--- src/rtl/muldiv_unit.sv ---
// ============================================================================
//  Module   : muldiv_unit
//  Purpose  : Iterative HI/LO multiply/divide unit (shift-add multiply,
//             restoring divide, one bit per cycle) with MTHI/MTLO and abort.
//  Revision : 1.0  initial release
// ============================================================================
`default_nettype none

module muldiv_unit #(
  parameter int WIDTH   = 32,
  parameter int COUNT_W = 6
) (
  input  logic             CLK,
  input  logic             RST,
  input  logic             start,
  input  logic [2:0]       op,
  input  logic [WIDTH-1:0] rs_val,
  input  logic [WIDTH-1:0] rt_val,
  input  logic             abort,
  output logic             busy,
  output logic             done,
  output logic             div0,
  output logic [WIDTH-1:0] hi,
  output logic [WIDTH-1:0] lo
);

  localparam logic [2:0] c_OP_MULT  = 3'd0;
  localparam logic [2:0] c_OP_MULTU = 3'd1;
  localparam logic [2:0] c_OP_DIV   = 3'd2;
  localparam logic [2:0] c_OP_DIVU  = 3'd3;
  localparam logic [2:0] c_OP_MTHI  = 3'd4;
  localparam logic [2:0] c_OP_MTLO  = 3'd5;
  localparam logic [COUNT_W-1:0] c_LAST = COUNT_W'(WIDTH - 1);

  typedef enum logic [1:0] {
    S_IDLE = 2'd0,
    S_RUN  = 2'd1,
    S_FIX  = 2'd2
  } state_t;

  state_t               r_state, w_next_state;
  logic [COUNT_W-1:0]   r_count;
  logic [WIDTH-1:0]     r_acc, r_mq, r_mcand, r_hi, r_lo;
  logic                 r_is_div, r_neg_q, r_neg_r, r_done, r_div0;

  logic                 w_accept, w_is_mul, w_is_div, w_div_zero, w_start_run;
  logic                 w_signed, w_rs_neg, w_rt_neg;
  logic [WIDTH-1:0]     w_rs_mag, w_rt_mag;
  logic [WIDTH:0]       w_mul_sum, w_div_shift, w_div_diff;
  logic [2*WIDTH-1:0]   w_prod, w_prod_fix;

  assign busy = (r_state != S_IDLE);
  assign done = r_done;
  assign div0 = r_div0;
  assign hi   = r_hi;
  assign lo   = r_lo;

  // Operand decode and magnitude extraction, used only on the accepting edge
  always_comb begin
    w_accept    = start & ~busy & ~abort;
    w_is_mul    = (op == c_OP_MULT) | (op == c_OP_MULTU);
    w_is_div    = (op == c_OP_DIV)  | (op == c_OP_DIVU);
    w_div_zero  = w_is_div & (rt_val == '0);
    w_start_run = w_accept & (w_is_mul | (w_is_div & ~w_div_zero));
    w_signed    = (op == c_OP_MULT) | (op == c_OP_DIV);
    w_rs_neg    = w_signed & rs_val[WIDTH-1];
    w_rt_neg    = w_signed & rt_val[WIDTH-1];
    w_rs_mag    = w_rs_neg ? (~rs_val + 1'b1) : rs_val;
    w_rt_mag    = w_rt_neg ? (~rt_val + 1'b1) : rt_val;
  end

  // One iteration of each algorithm; the remainder stays below the divisor,
  // so the shifted partial remainder always fits in WIDTH+1 bits.
  always_comb begin
    w_mul_sum   = {1'b0, r_acc} + (r_mq[0] ? {1'b0, r_mcand} : '0);
    w_div_shift = {r_acc, r_mq[WIDTH-1]};
    w_div_diff  = w_div_shift - {1'b0, r_mcand};
    w_prod      = {r_acc, r_mq};
    w_prod_fix  = r_neg_q ? (~w_prod + 1'b1) : w_prod;
  end

  always_ff @(posedge CLK or posedge RST) begin
    if (RST) begin
      r_state <= S_IDLE;
    end else begin
      r_state <= w_next_state;
    end
  end

  always_comb begin
    w_next_state = r_state;
    case (r_state)
      S_IDLE:  if (w_start_run) w_next_state = S_RUN;
      S_RUN: begin
        if (abort)                 w_next_state = S_IDLE;
        else if (r_count == c_LAST) w_next_state = S_FIX;
      end
      S_FIX:   w_next_state = S_IDLE;
      default: w_next_state = S_IDLE;
    endcase
  end

  always_ff @(posedge CLK or posedge RST) begin
    if (RST) begin
      r_count  <= '0;
      r_acc    <= '0;
      r_mq     <= '0;
      r_mcand  <= '0;
      r_hi     <= '0;
      r_lo     <= '0;
      r_is_div <= 1'b0;
      r_neg_q  <= 1'b0;
      r_neg_r  <= 1'b0;
      r_done   <= 1'b0;
      r_div0   <= 1'b0;
    end else begin
      r_done  <= 1'b0;
      r_div0  <= 1'b0;
      r_count <= (r_state == S_RUN && !abort) ? r_count + COUNT_W'(1) : '0;
      case (r_state)
        S_IDLE: begin
          if (w_start_run) begin
            r_acc    <= '0;
            r_mq     <= w_rs_mag;
            r_mcand  <= w_rt_mag;
            r_is_div <= w_is_div;
            r_neg_q  <= w_rs_neg ^ w_rt_neg;
            r_neg_r  <= w_rs_neg;
          end else if (w_accept && w_div_zero) begin
            r_done <= 1'b1;
            r_div0 <= 1'b1;
          end else if (w_accept && op == c_OP_MTHI) begin
            r_hi <= rs_val;
          end else if (w_accept && op == c_OP_MTLO) begin
            r_lo <= rs_val;
          end
        end
        S_RUN: begin
          if (!abort) begin
            if (r_is_div) begin
              if (!w_div_diff[WIDTH]) begin
                r_acc <= w_div_diff[WIDTH-1:0];
                r_mq  <= {r_mq[WIDTH-2:0], 1'b1};
              end else begin
                r_acc <= w_div_shift[WIDTH-1:0];
                r_mq  <= {r_mq[WIDTH-2:0], 1'b0};
              end
            end else begin
              r_acc <= w_mul_sum[WIDTH:1];
              r_mq  <= {w_mul_sum[0], r_mq[WIDTH-1:1]};
            end
          end
        end
        S_FIX: begin
          if (!abort) begin
            if (r_is_div) begin
              r_lo <= r_neg_q ? (~r_mq + 1'b1) : r_mq;
              r_hi <= r_neg_r ? (~r_acc + 1'b1) : r_acc;
            end else begin
              {r_hi, r_lo} <= w_prod_fix;
            end
            r_done <= 1'b1;
          end
        end
        default: ;
      endcase
    end
  end

endmodule

`default_nettype wire

--- config.mk ---
export PLATFORM = sky130hd
export DESIGN_NAME = muldiv_unit
export DESIGN_NICKNAME = d
export VERILOG_FILES = /design/src/rtl/muldiv_unit.sv
export SDC_FILE = /design/constraint.sdc
export NUM_CORES = 1
export LEC_CHECK = 0
export CORE_MARGIN = 4
export CORE_UTILIZATION = 53
export CTS_CLUSTER_SIZE = 30
export DETAILED_ROUTE_END_ITERATION = 7
export GPL_TIMING_DRIVEN = 0
export PLACE_DENSITY = 0.78
export SYNTH_ARGS = -nofsm -noshare
export SYNTH_HDL_FRONTEND = slang
export SYNTH_SLANG_ARGS = --single-unit
export TNS_END_PERCENT = 10
--- constraint.sdc ---
create_clock -name CLK -period 5.6 [get_ports CLK]
set_clock_uncertainty 0.1 [all_clocks]
set_input_delay 0.56 -clock CLK [delete_from_list [all_inputs] [get_ports CLK]]
set_output_delay 0.56 -clock CLK [all_outputs]
set_load 0.005 [all_outputs]
==> metrics, run 1 <==
worst-path fanout max=10; die extent in y=172 um; H-Tree Depth=4; number of enable flip-flop cells after synthesis=0; gpl congestion=0.993; worst-margin pin slew=0.956 ns; Leak Pwr=7.16 nW; part of the cycle the worst path needs=0.844; post-DR wirelength/cell=22.5 um; area grow syn2layout=17.1%; Post CTS Setup Buffer Count=0; Core Footprint=26200 sq um; Mapped Cells=1804; synthesized area per cell=7.87 sq um; Fillers=2382; crit path cell chain=clkbuf_1 > inv_1 > fa_1 > nor2b_1 > o31a_1 > o211ai_2 > nand3_1 > o21a_1 > a221oi_2 > mux2i_1 > clkbuf_1 > nor3_1 > a21oi_1 > o221ai_1; Final Cell Area=16600 sq um; Synth Register Bits=173; GR Overflow Total=0; drt initial violations=1668; Root Buffer=clkbuf_16; hold crit path type=reg -> reg; clock sink total=173; Seq/Total Area, Yosys=0.305; CP bufs+invs=3; final hold violation count=0; die width=172 um; Rel. slew slack=0.360; peak supply drop=189 uV; layout cells sized above 1=0.0385; I/O pin count=138; Starting Density=0.541; vias in the first global route=14006; final wirelength=51900 um; Inserted Diodes=0; worst-skew pair later-pin latency=0.45 ns; number of buffers created by CTS=17; crit start category=register; status=complete, no violations; Synth Flop Type=dfrtp_1; clock tree from TritonCTS=built; Worst-path clk slew=0.08 ns; Slowest Stage Delay on Critical Path=0.78 ns; fmax=212 MHz; PortBufs=137; share of the synthesized area in the top cell type=0.305; Final setup viols=0; critical path's slowest cell=mux2i_1; pins over their slew limit=0; Vias=14573; Initial DRT Pass Iterations=8; critical path class=reg -> reg; Power Density=452 nW/um^2; DP Area=16000 sq um; Yosys warnings=0; Req. time, crit path=5.78 ns; largest net degree at the start of global routing=99; die footprint=29500 sq um; Vias/cell=6.31; post-layout min period=4.73 ns; Synth cell types=76; Routed Antenna Nets=0; RSZ-0062 raised after global routing=no; first-pass GRT wire length=80100 um; kind of cell adding the most delay to the critical path=compound AO/OA/AOI/OAI gates; ys async rst share=1.00; drt drc=0; Arr. time, crit path=4.90 ns; final worst slack=0.874 ns; nets=2103; antenna violations before repair=0; DP HPWL=41100 um; post-CTS resize count=0; largest area contributor in the netlist=dfrtp_1; Most common cell on crit path=clkbuf_1; Max clock buf depth=2; FP Rows=59; GRT Total Usage=0.349; hold_buf cts=0; syn_nets=1946; Syn Std Cell Area=14200 sq um; DP Worst Slack=1.07 ns; max_cap viols=0; CP Capture Type=register; top post-synthesis cells by area=dfrtp_1 (31%), o21ai_0 (6.7%), ha_1 (6.1%)
==> per-stage QoR <==
stage	hold WS, ns	setup TNS [ns]	total power [mW]	cells	util
after floorplan	0.350	0	4.78	1804	-
after global placement	0.364	-375.00	6.07	2276	0.610
after detailed placement	0.368	0	6.14	2277	0.611
after CTS	0.385	0	7.41	2309	0.634
after global routing	0.399	0	7.99	2309	0.634
final	0.381	0	7.52	2309	0.634
==> final timing paths <==
| check | startpoint | end | slack (ns) | depth (start not counted) |
|---|---|---|---|---|
| max | r_acc[0] | r_mq[0] | 0.87 | 14 |
| min | lo[15] | lo[15] | 0.38 | 2 |
| max reg2reg | r_acc[0] | r_mq[0] | 0.87 | 14 |
| min reg2reg | lo[15] | lo[15] | 0.38 | 2 |
| max in group asynchronous | RST | lo[27] | 4.07 | 3 |
| min in group asynchronous | RST | r_mq[8] | 0.46 | 2 |
==> registers in the layout, summed over array words and instances (netlist names) <==
signal and flops:
hi 32, lo 32, r_acc 32, r_mcand 32, r_mq 32, r_count 6, r_state 2, div0 1
done 1, r_is_div 1, r_neg_q 1, r_neg_r 1
==> synth_stat cells, drive strengths merged, types with 12 or more instances <==
master / instances
mux2i: 56
inv: 60
dfrtp: 173
or3: 19
nor2b: 13
a21o: 24
and2: 15
a22oi: 27
nand2b: 20
clkbuf: 79
nand2: 205
o21ai: 198
nand3: 26
a21oi: 160
xor2: 81
buf: 23
xnor2: 91
nor3: 38
o41ai: 16
ha: 69
and3: 13
o211ai: 12
a31oi: 20
nor2: 196
o31ai: 23
nor4: 15
==> final cells by class <==
type	count	area, sq um	share of cell area
Multi-Input combinational cell	1469	9230	0.555
Sequential cell	173	4330	0.260
Timing Repair Buffer	138	1400	0.0842
Clock buffer	18	439	0.0264
Tap cell	335	419	0.0252
Buffer	102	410	0.0247
Inverter	60	233	0.0140
Clock inverter	14	168	0.0101
==> worst register-to-register path: stages (launching register included) <==
cell      delay, ns
dfrtp_1        0.42
clkbuf_1       0.24
inv_1          0.20
fa_1           0.24
nor2b_1        0.10
o31a_1         0.31
o211ai_2       0.28
nand3_1        0.21
o21a_1         0.28
a221oi_2       0.45
mux2i_1        0.79
clkbuf_1       0.57
nor3_1         0.12
a21oi_1        0.14
o221ai_1       0.14
==> where the power goes <==
part / internal (mW) / switching [mW] / total, mW
clock: 0.652 / 0.623 / 1.28
sequential: 1.58 / 0.515 / 2.09
combinational: 1.72 / 2.43 / 4.15
==> cells by family after synthesis <==
kind of cell / Yosys count / synth area share
buffers and inverters: 162 / 0.0448
muxes: 62 / 0.0443
and+or+nand+nor: 600 / 0.195
DFF: 173 / 0.305
AOI/OAI and AO/OA: 564 / 0.240
xor gates and xnor gates: 172 / 0.107
adders and majority gates: 71 / 0.0637
==> metal layers <==
metal / GRT usage / wire (um) / part of all wire
met5: 0 / 0 / 0
met2: 0.590 / 24100 / 0.47
met4: 0.146 / 2350 / 0.045
met3: 0.0526 / 4520 / 0.087
met1: 0.448 / 20900 / 0.40
==> cells in the final DEF (no fill, tap or decap), drive strengths merged, types with 67 or more instances in the layout <==
| master | count |
|---|---|
| dfrtp | 173 |
| ha | 69 |
| xor2 | 81 |
| a21oi | 160 |
| nand2 | 205 |
| nor2 | 196 |
| inv | 67 |
| clkdlybuf4s50 | 137 |
| xnor2 | 91 |
| clkbuf | 97 |
| o21ai | 198 |
No activity file was read; power rests on OpenSTA's default activity.
==> run 2, diff against run 1 <==
--- a/config.mk
+++ b/config.mk
@@ -6,11 +6,11 @@
 export NUM_CORES = 1
 export LEC_CHECK = 0
 export CORE_MARGIN = 4
-export CORE_UTILIZATION = 53
+export CORE_UTILIZATION = 55
 export CTS_CLUSTER_SIZE = 30
 export DETAILED_ROUTE_END_ITERATION = 7
 export GPL_TIMING_DRIVEN = 0
-export PLACE_DENSITY = 0.78
+export PLACE_DENSITY = 0.77
 export SYNTH_ARGS = -nofsm -noshare
 export SYNTH_HDL_FRONTEND = slang
 export SYNTH_SLANG_ARGS = --single-unit
==> constraint.sdc (replaced) <==
create_clock -name CLK -period 4.35 [get_ports CLK]
set_clock_uncertainty 0.1 [all_clocks]
set_input_delay 0.435 -clock CLK [delete_from_list [all_inputs] [get_ports CLK]]
set_output_delay 0.435 -clock CLK [all_outputs]
set_load 0.005 [all_outputs]
==> metrics, run 2 (same netlist as run 1, synthesis figures left out) <==
Logic pwr share=0.554 (was 0.552); peak supply drop=308 uV (was 189 uV); DP HPWL=39200 um (was 41100 um); final wirelength=48900 um (was 51900 um); setup TNS=0 ns (unchanged); Root Buffer=clkbuf_16 (unchanged); post-DR wirelength/cell=21.2 um (was 22.5 um); final worst slack=0.0843 ns (was 0.874 ns); nets=2106 (was 2103); Most common cell on crit path=nand3_1 (was clkbuf_1); post-layout min period=4.27 ns (was 4.73 ns); Post CTS Setup Buffer Count=0 (unchanged); Vias/cell=6.25 (was 6.31); Rel. slew slack=0.314 (was 0.360); Core Footprint=25300 sq um (was 26200 sq um); Vias=14415 (was 14573); Routed Antenna Nets=0 (unchanged); clock sink total=173 (unchanged); crit path cell chain=clkbuf_1 > inv_1 > fa_1 > nor2b_1 > o31a_1 > o211ai_2 > nand3_1 > o21a_1 > a221oi_4 > mux2i_4 > nor2_4 > buf_6 > nand3_1 > o211a_1 (was clkbuf_1 > inv_1 > fa_1 > nor2b_1 > o31a_1 > o211ai_2 > nand3_1 > o21a_1 > a221oi_2 > mux2i_1 > clkbuf_1 > nor3_1 > a21oi_1 > o221ai_1); number of buffers created by CTS=17 (unchanged); Psw=4.50 mW (was 3.57 mW); pins over their slew limit=0 (unchanged); Clk pwr share=0.167 (was 0.170); layout cells sized above 1=0.0430 (was 0.0385); Arr. time, crit path=4.50 ns (was 4.90 ns); largest net degree at the start of global routing=40 (was 99); H-Tree Depth=4 (unchanged); max_cap viols=0 (unchanged); Req. time, crit path=4.58 ns (was 5.78 ns); final hold violation count=0 (unchanged); status=complete, no violations (unchanged); antenna violations before repair=0 (unchanged); drt initial violations=1551 (was 1668); CP Capture Type=register (unchanged); CP bufs+invs=3 (unchanged); Starting Density=0.562 (was 0.541); Final Cell Area=16700 sq um (was 16600 sq um); DP Area=16100 sq um (was 16000 sq um); I/O pin count=138 (unchanged); worst-path fanout max=10 (unchanged); drt drc=0 (unchanged); clock tree from TritonCTS=built (unchanged); Final setup viols=0 (unchanged); critical path class=reg -> reg (unchanged); PortBufs=137 (unchanged); DP Worst Slack=-0.477 ns (was 1.07 ns); most frequent cells in the layout=nand2_1 (205), nor2_1 (194), o21ai_0 (188), dfrtp_1 (173), a21oi_1 (160) (was nand2_1 (205), nor2_1 (194), o21ai_0 (189), dfrtp_1 (173), a21oi_1 (160)); Inserted Diodes=0 (unchanged); Leak Pwr=7.18 nW (was 7.16 nW); crit start category=register (unchanged); die footprint=28400 sq um (was 29500 sq um); fmax=234 MHz (was 212 MHz); Sw Ratio=0.469 (was 0.474); FF-to-FF setup slack=0.08 ns (was 0.87 ns); Initial DRT Pass Iterations=5 (was 8); Max clock buf depth=2 (unchanged); commonest non-fill, non-tap cell in the layout=nand2_1 (unchanged); Worst-path clk slew=0.08 ns (about the same); die extent in y=169 um (was 172 um); kind of cell adding the most delay to the critical path=compound AO/OA/AOI/OAI gates (unchanged); hold_buf cts=0 (unchanged); FP Rows=58 (was 59); part of the cycle the worst path needs=0.981 (was 0.844); utilization after layout=0.662 (was 0.634); Slowest Stage Delay on Critical Path=0.47 ns (was 0.78 ns); Reg power frac=0.279 (about the same); critical path's slowest cell=fa_1 (was mux2i_1); area grow syn2layout=17.7% (was 17.1%); worst-skew pair later-pin latency=0.45 ns (about the same); die width=169 um (was 172 um); RSZ-0062 raised after global routing=no (unchanged); gpl congestion=0.966 (was 0.993); first-pass GRT wire length=76300 um (was 80100 um); Pint=5.09 mW (was 3.95 mW); worst-margin pin slew=1.02 ns (was 0.956 ns); vias in the first global route=13782 (was 14006); hold crit path type=in -> async (was reg -> reg); GR Overflow Total=0 (unchanged); GRT Total Usage=0.340 (was 0.349); Fillers=2194 (was 2382); Power Density=574 nW/um^2 (was 452 nW/um^2)
==> run 2: layout make-up <==
class	count	area, sq um	area share
Buffer	102	414	0.0248
Clock inverter	15	180	0.0108
Timing Repair Buffer	141	1450	0.0869
Inverter	60	229	0.0137
Tap cell	330	413	0.0247
Multi-Input combinational cell	1469	9260	0.555
Clock buffer	17	425	0.0255
Sequential cell	173	4330	0.259
==> run 2: worst paths after layout <==
| kind | end | startpoint | cells past startpoint |
|---|---|---|---|
| setup reg to reg | r_acc[31] | r_acc[0] | 14 |
| setup / recovery | r_acc[31] | r_acc[0] | 14 |
| hold / removal | lo[9] | RST | 2 |
| max in group asynchronous | r_mcand[21] | RST | 4 |
| hold reg to reg | lo[28] | lo[28] | 2 |
| min in group CLK | lo[28] | lo[28] | 2 |
==> run 2: stage by stage <==
stage               hold WS [ns]  total power [mW]  instances
floorplan                  0.350              6.15       1804
global placement           0.364              7.72       2271
detailed placement         0.371              7.84       2275
CTS                        0.374              9.45       2307
global route               0.403              10.2       2307
finish                     0.354              9.59       2307
==> run 2: worst register-to-register path, delay by kind of cell (launching register included) <==
kind,cells,cell delay [ns]
compound gates,5,1.11
simple gates,4,0.99
buf+inv,3,0.83
fa+ha+maj,1,0.47
flops,1,0.40
mux,1,0.26
==> run 2: power by group through the flow <==
stage / clock network, mW / logic (mW) / registers (mW)
floorplan: 0 / 3.71 / 2.45
global route: 1.67 / 5.85 / 2.73
global placement: 0 / 5.06 / 2.66
finish: 1.61 / 5.31 / 2.67
detailed placement: 0 / 5.16 / 2.68
CTS: 1.60 / 5.20 / 2.64
==> run 2: what timing repair did <==
item / CTS / global route
setup endpoints to repair: 28 / 15
gates cloned: 0 / 0
gates resized for setup: 5 / 6
==> run 2: metal layers <==
layer,vias to the layer above,track usage,part of all wire
met3,154,0.0673,0.093
li1,6775,-,-
met4,0,0.194,0.062
met2,760,0.553,0.45
met1,6726,0.423,0.39
met5,-,0,0
==> run 3, diff against run 2 <==
--- a/config.mk
+++ b/config.mk
@@ -5,12 +5,12 @@
 export SDC_FILE = /design/constraint.sdc
 export NUM_CORES = 1
 export LEC_CHECK = 0
-export CORE_MARGIN = 4
+export ABC_AREA = 1
 export CORE_UTILIZATION = 55
 export CTS_CLUSTER_SIZE = 30
 export DETAILED_ROUTE_END_ITERATION = 7
 export GPL_TIMING_DRIVEN = 0
-export PLACE_DENSITY = 0.77
+export PLACE_DENSITY = 0.76
 export SYNTH_ARGS = -nofsm -noshare
 export SYNTH_HDL_FRONTEND = slang
 export SYNTH_SLANG_ARGS = --single-unit
==> metrics, run 3 <==
number of buffers created by CTS=17 (unchanged); Logic pwr share=0.631 (was 0.554); critical path's slowest cell=buf_1 (was fa_1); max_cap viols=0 (unchanged); hold crit path type=in -> async (unchanged); Arr. time, crit path=3.97 ns (was 4.50 ns); DP HPWL=62500 um (was 39200 um); post-layout min period=3.71 ns (was 4.27 ns); Core Footprint=31000 sq um (was 25300 sq um); Slowest Stage Delay on Critical Path=0.53 ns (was 0.47 ns); CP Capture Type=register (unchanged); first-pass GRT wire length=117000 um (was 76300 um); Root Buffer=clkbuf_16 (unchanged); Clk pwr share=0.129 (was 0.167); part of the cycle the worst path needs=0.853 (was 0.981); clock tree from TritonCTS=built (unchanged); most common cell in the netlist=nand2_1 (unchanged); Vias/cell=6.13 (was 6.25); hold_ws=0.287 ns (was 0.354 ns); worst-margin pin slew=0.975 ns (was 1.02 ns); worst-skew pair later-pin latency=0.48 ns (was 0.45 ns); hold_buf cts=0 (unchanged); clock sink total=173 (unchanged); Reg power frac=0.240 (was 0.279); status=complete, no violations (unchanged); antenna violations before repair=2 (was 0); Vias=22042 (was 14415); I/O pin count=138 (unchanged); Power Density=696 nW/um^2 (was 574 nW/um^2); final hold violation count=0 (unchanged); FP Rows=64 (was 58); Synth cell types=47 (was 76); largest net degree at the start of global routing=41 (was 40); die width=181 um (was 169 um); PortBufs=137 (unchanged); Seq/Total Area, Yosys=0.247 (was 0.305); GR Overflow Total=0 (unchanged); nets=3327 (was 2106); Worst-path clk slew=0.07 ns (was 0.08 ns); layout cells sized above 1=0.0447 (was 0.0430); Sw Ratio=0.552 (was 0.469); Rel. slew slack=0.347 (was 0.314); Yosys warnings=0 (unchanged); final wirelength=78400 um (was 48900 um); worst-path fanout max=10 (unchanged); Max clock buf depth=2 (unchanged); H-Tree Depth=4 (unchanged); Req. time, crit path=4.61 ns (was 4.58 ns); Synth top cells by count=nand2_1 (896), nor2_1 (417), inv_1 (413), nand3_1 (256), o21ai_0 (219) (was nand2_1 (205), nor2_1 (194), o21ai_0 (189), dfrtp_1 (173), a21oi_1 (160)); die extent in y=181 um (was 169 um); vias in the first global route=20314 (was 13782); Mapped Cells=3025 (was 1804); crit start category=register (unchanged); largest area contributor in the netlist=dfrtp_1 (unchanged); Final setup viols=0 (unchanged); setup TNS=0 ns (unchanged); critical path class=reg -> reg (unchanged); Leak Pwr=10.0 nW (was 7.18 nW); crit path cell chain=buf_2 > buf_1 > nand2_1 > inv_1 > ha_1 > inv_1 > fa_1 > o21ai_1 > nand2_1 > nand2_1 > nand2_1 > nand2_1 > nand2_1 > nand3_1 > nand3_1 > nand2_1 > inv_1 > nand2_1 > nand2_1 (was clkbuf_1 > inv_1 > fa_1 > nor2b_1 > o31a_1 > o211ai_2 > nand3_1 > o21a_1 > a221oi_4 > mux2i_4 > nor2_4 > buf_6 > nand3_1 > o211a_1); ys async rst share=1.00 (unchanged); commonest non-fill, non-tap cell in the layout=nand2_1 (unchanged); Routed Antenna Nets=0 (unchanged); peak supply drop=473 uV (was 308 uV); drt drc=0 (unchanged); gpl congestion=1.11 (was 0.966); syn_nets=3167 (was 1946); top post-synthesis cells by area=dfrtp_1 (25%), nand2_1 (19%), nor2_1 (8.9%) (was dfrtp_1 (31%), o21ai_0 (6.7%), ha_1 (6.1%)); RSZ-0062 raised after global routing=no (unchanged); synthesized area per cell=5.79 sq um (was 7.87 sq um); Pint=6.28 mW (was 5.09 mW); Synth Register Bits=173 (unchanged); post-CTS resize count=0 (was 5); Synth Flop Type=dfrtp_1 (unchanged); pins over their slew limit=0 (unchanged); fmax=270 MHz (was 234 MHz); Most common cell on crit path=nand2_1 (was nand3_1); Syn Std Cell Area=17500 sq um (was 14200 sq um); Post CTS Setup Buffer Count=0 (unchanged); die footprint=32600 sq um (was 28400 sq um); drt initial violations=2857 (was 1551); post-DR wirelength/cell=21.8 um (was 21.2 um); Inserted Diodes=0 (unchanged); Initial DRT Pass Iterations=7 (was 5); most frequent cells in the layout=nand2_1 (896), nor2_1 (417), inv_1 (412), nand3_1 (256), o21ai_0 (219) (was nand2_1 (205), nor2_1 (194), o21ai_0 (188), dfrtp_1 (173), a21oi_1 (160)); number of enable flip-flop cells after synthesis=0 (unchanged); share of the synthesized area in the top cell type=0.247 (was 0.305); area grow syn2layout=14.9% (was 17.7%); Starting Density=0.565 (was 0.562); GRT Total Usage=0.478 (was 0.340); Psw=7.74 mW (was 4.50 mW)
-- run 3: changes by cell type after synthesis, moves of 27 or more --
cell,before,now
nand3_1,26,256
o21ai_0,189,219
xnor2_1,90,20
inv_1,59,413
nor2_1,194,417
clkbuf_1,79,52
nand2_1,205,896
a22oi_1,27,0
xor2_1,81,30
mux2i_1,56,0
-- run 3: power by group through the flow --
stage	combinational [mW]	sequential, mW	clock, mW
after global placement	8.34	3.27	0
after floorplan	5.95	2.73	0
after global routing	9.76	3.32	1.85
after detailed placement	8.53	3.29	0
final	8.84	3.37	1.80
after CTS	8.58	3.26	1.78
-- run 3: metal layers --
layer / up-vias / wire, um / global-route usage / share of wire
met4: 0 / 8250 / 0.428 / 0.11
met5: - / 0 / 0 / 0
met2: 1629 / 33800 / 0.750 / 0.43
li1: 9991 / - / - / -
met1: 9978 / 27700 / 0.558 / 0.35
met3: 444 / 8580 / 0.0938 / 0.11
-- run 3: through the flow --
stage | std cells | power, mW | instance area, sq um | setup slack, ns | utilization
finish | 3594 | 14.0 | 20100 | 0.641 | 0.650
global route | 3594 | 14.9 | 20100 | 0.396 | 0.650
CTS | 3594 | 13.6 | 20100 | 0.763 | 0.650
detailed placement | 3562 | 11.8 | 19500 | 0.777 | 0.628
global placement | 3558 | 11.6 | 19400 | 0.190 | 0.626
floorplan | 3025 | 8.67 | 17500 | 1.60 | -
-- run 3: cell families (layout without fill, tap and decap cells) --
kind of cell             after synthesis  in the layout  synth area share
adder cells (fa/ha/maj)               71             71            0.0515
XOR/XNOR                              50             50            0.0250
AO/OA/AOI/OAI                        496            496             0.151
flip-flops                           173            173             0.247
buffers and inverters                521            694             0.116
AND/OR/NAND/NOR                     1714           1714             0.409
-- run 3: layout make-up --
cell class                      count  area [sq um]
Fill cell                        2938         10900
Inverter                          425          1600
Buffer                             96           440
Clock buffer                       18           429
Tap cell                          396           495
Timing Repair Buffer              141          1450
Multi-Input combinational cell   2331         11200
Sequential cell                   173          4330
Clock inverter                     14           226
-- run 3: worst max-delay path, delay by kind of cell, from the launching register on --
kind	cells	cell delay (ns)
compound gates	1	0.46
fa+ha+maj	2	0.60
buf+inv	5	1.02
flops	1	0.33
simple gates	11	1.07
-- run 3: path summary, 6_finish.rpt --
path                         start     endpoint  slack (ns)  depth (start not counted)
max in group asynchronous      RST  r_mcand[17]        2.71                          5
min                            RST       hi[10]        0.29                          2
max reg2reg                r_mq[0]    r_acc[21]        0.64                         19
min in group CLK            lo[22]       lo[22]        0.40                          2
min reg2reg                 lo[22]       lo[22]        0.40                          2
max                        r_mq[0]    r_acc[21]        0.64                         19
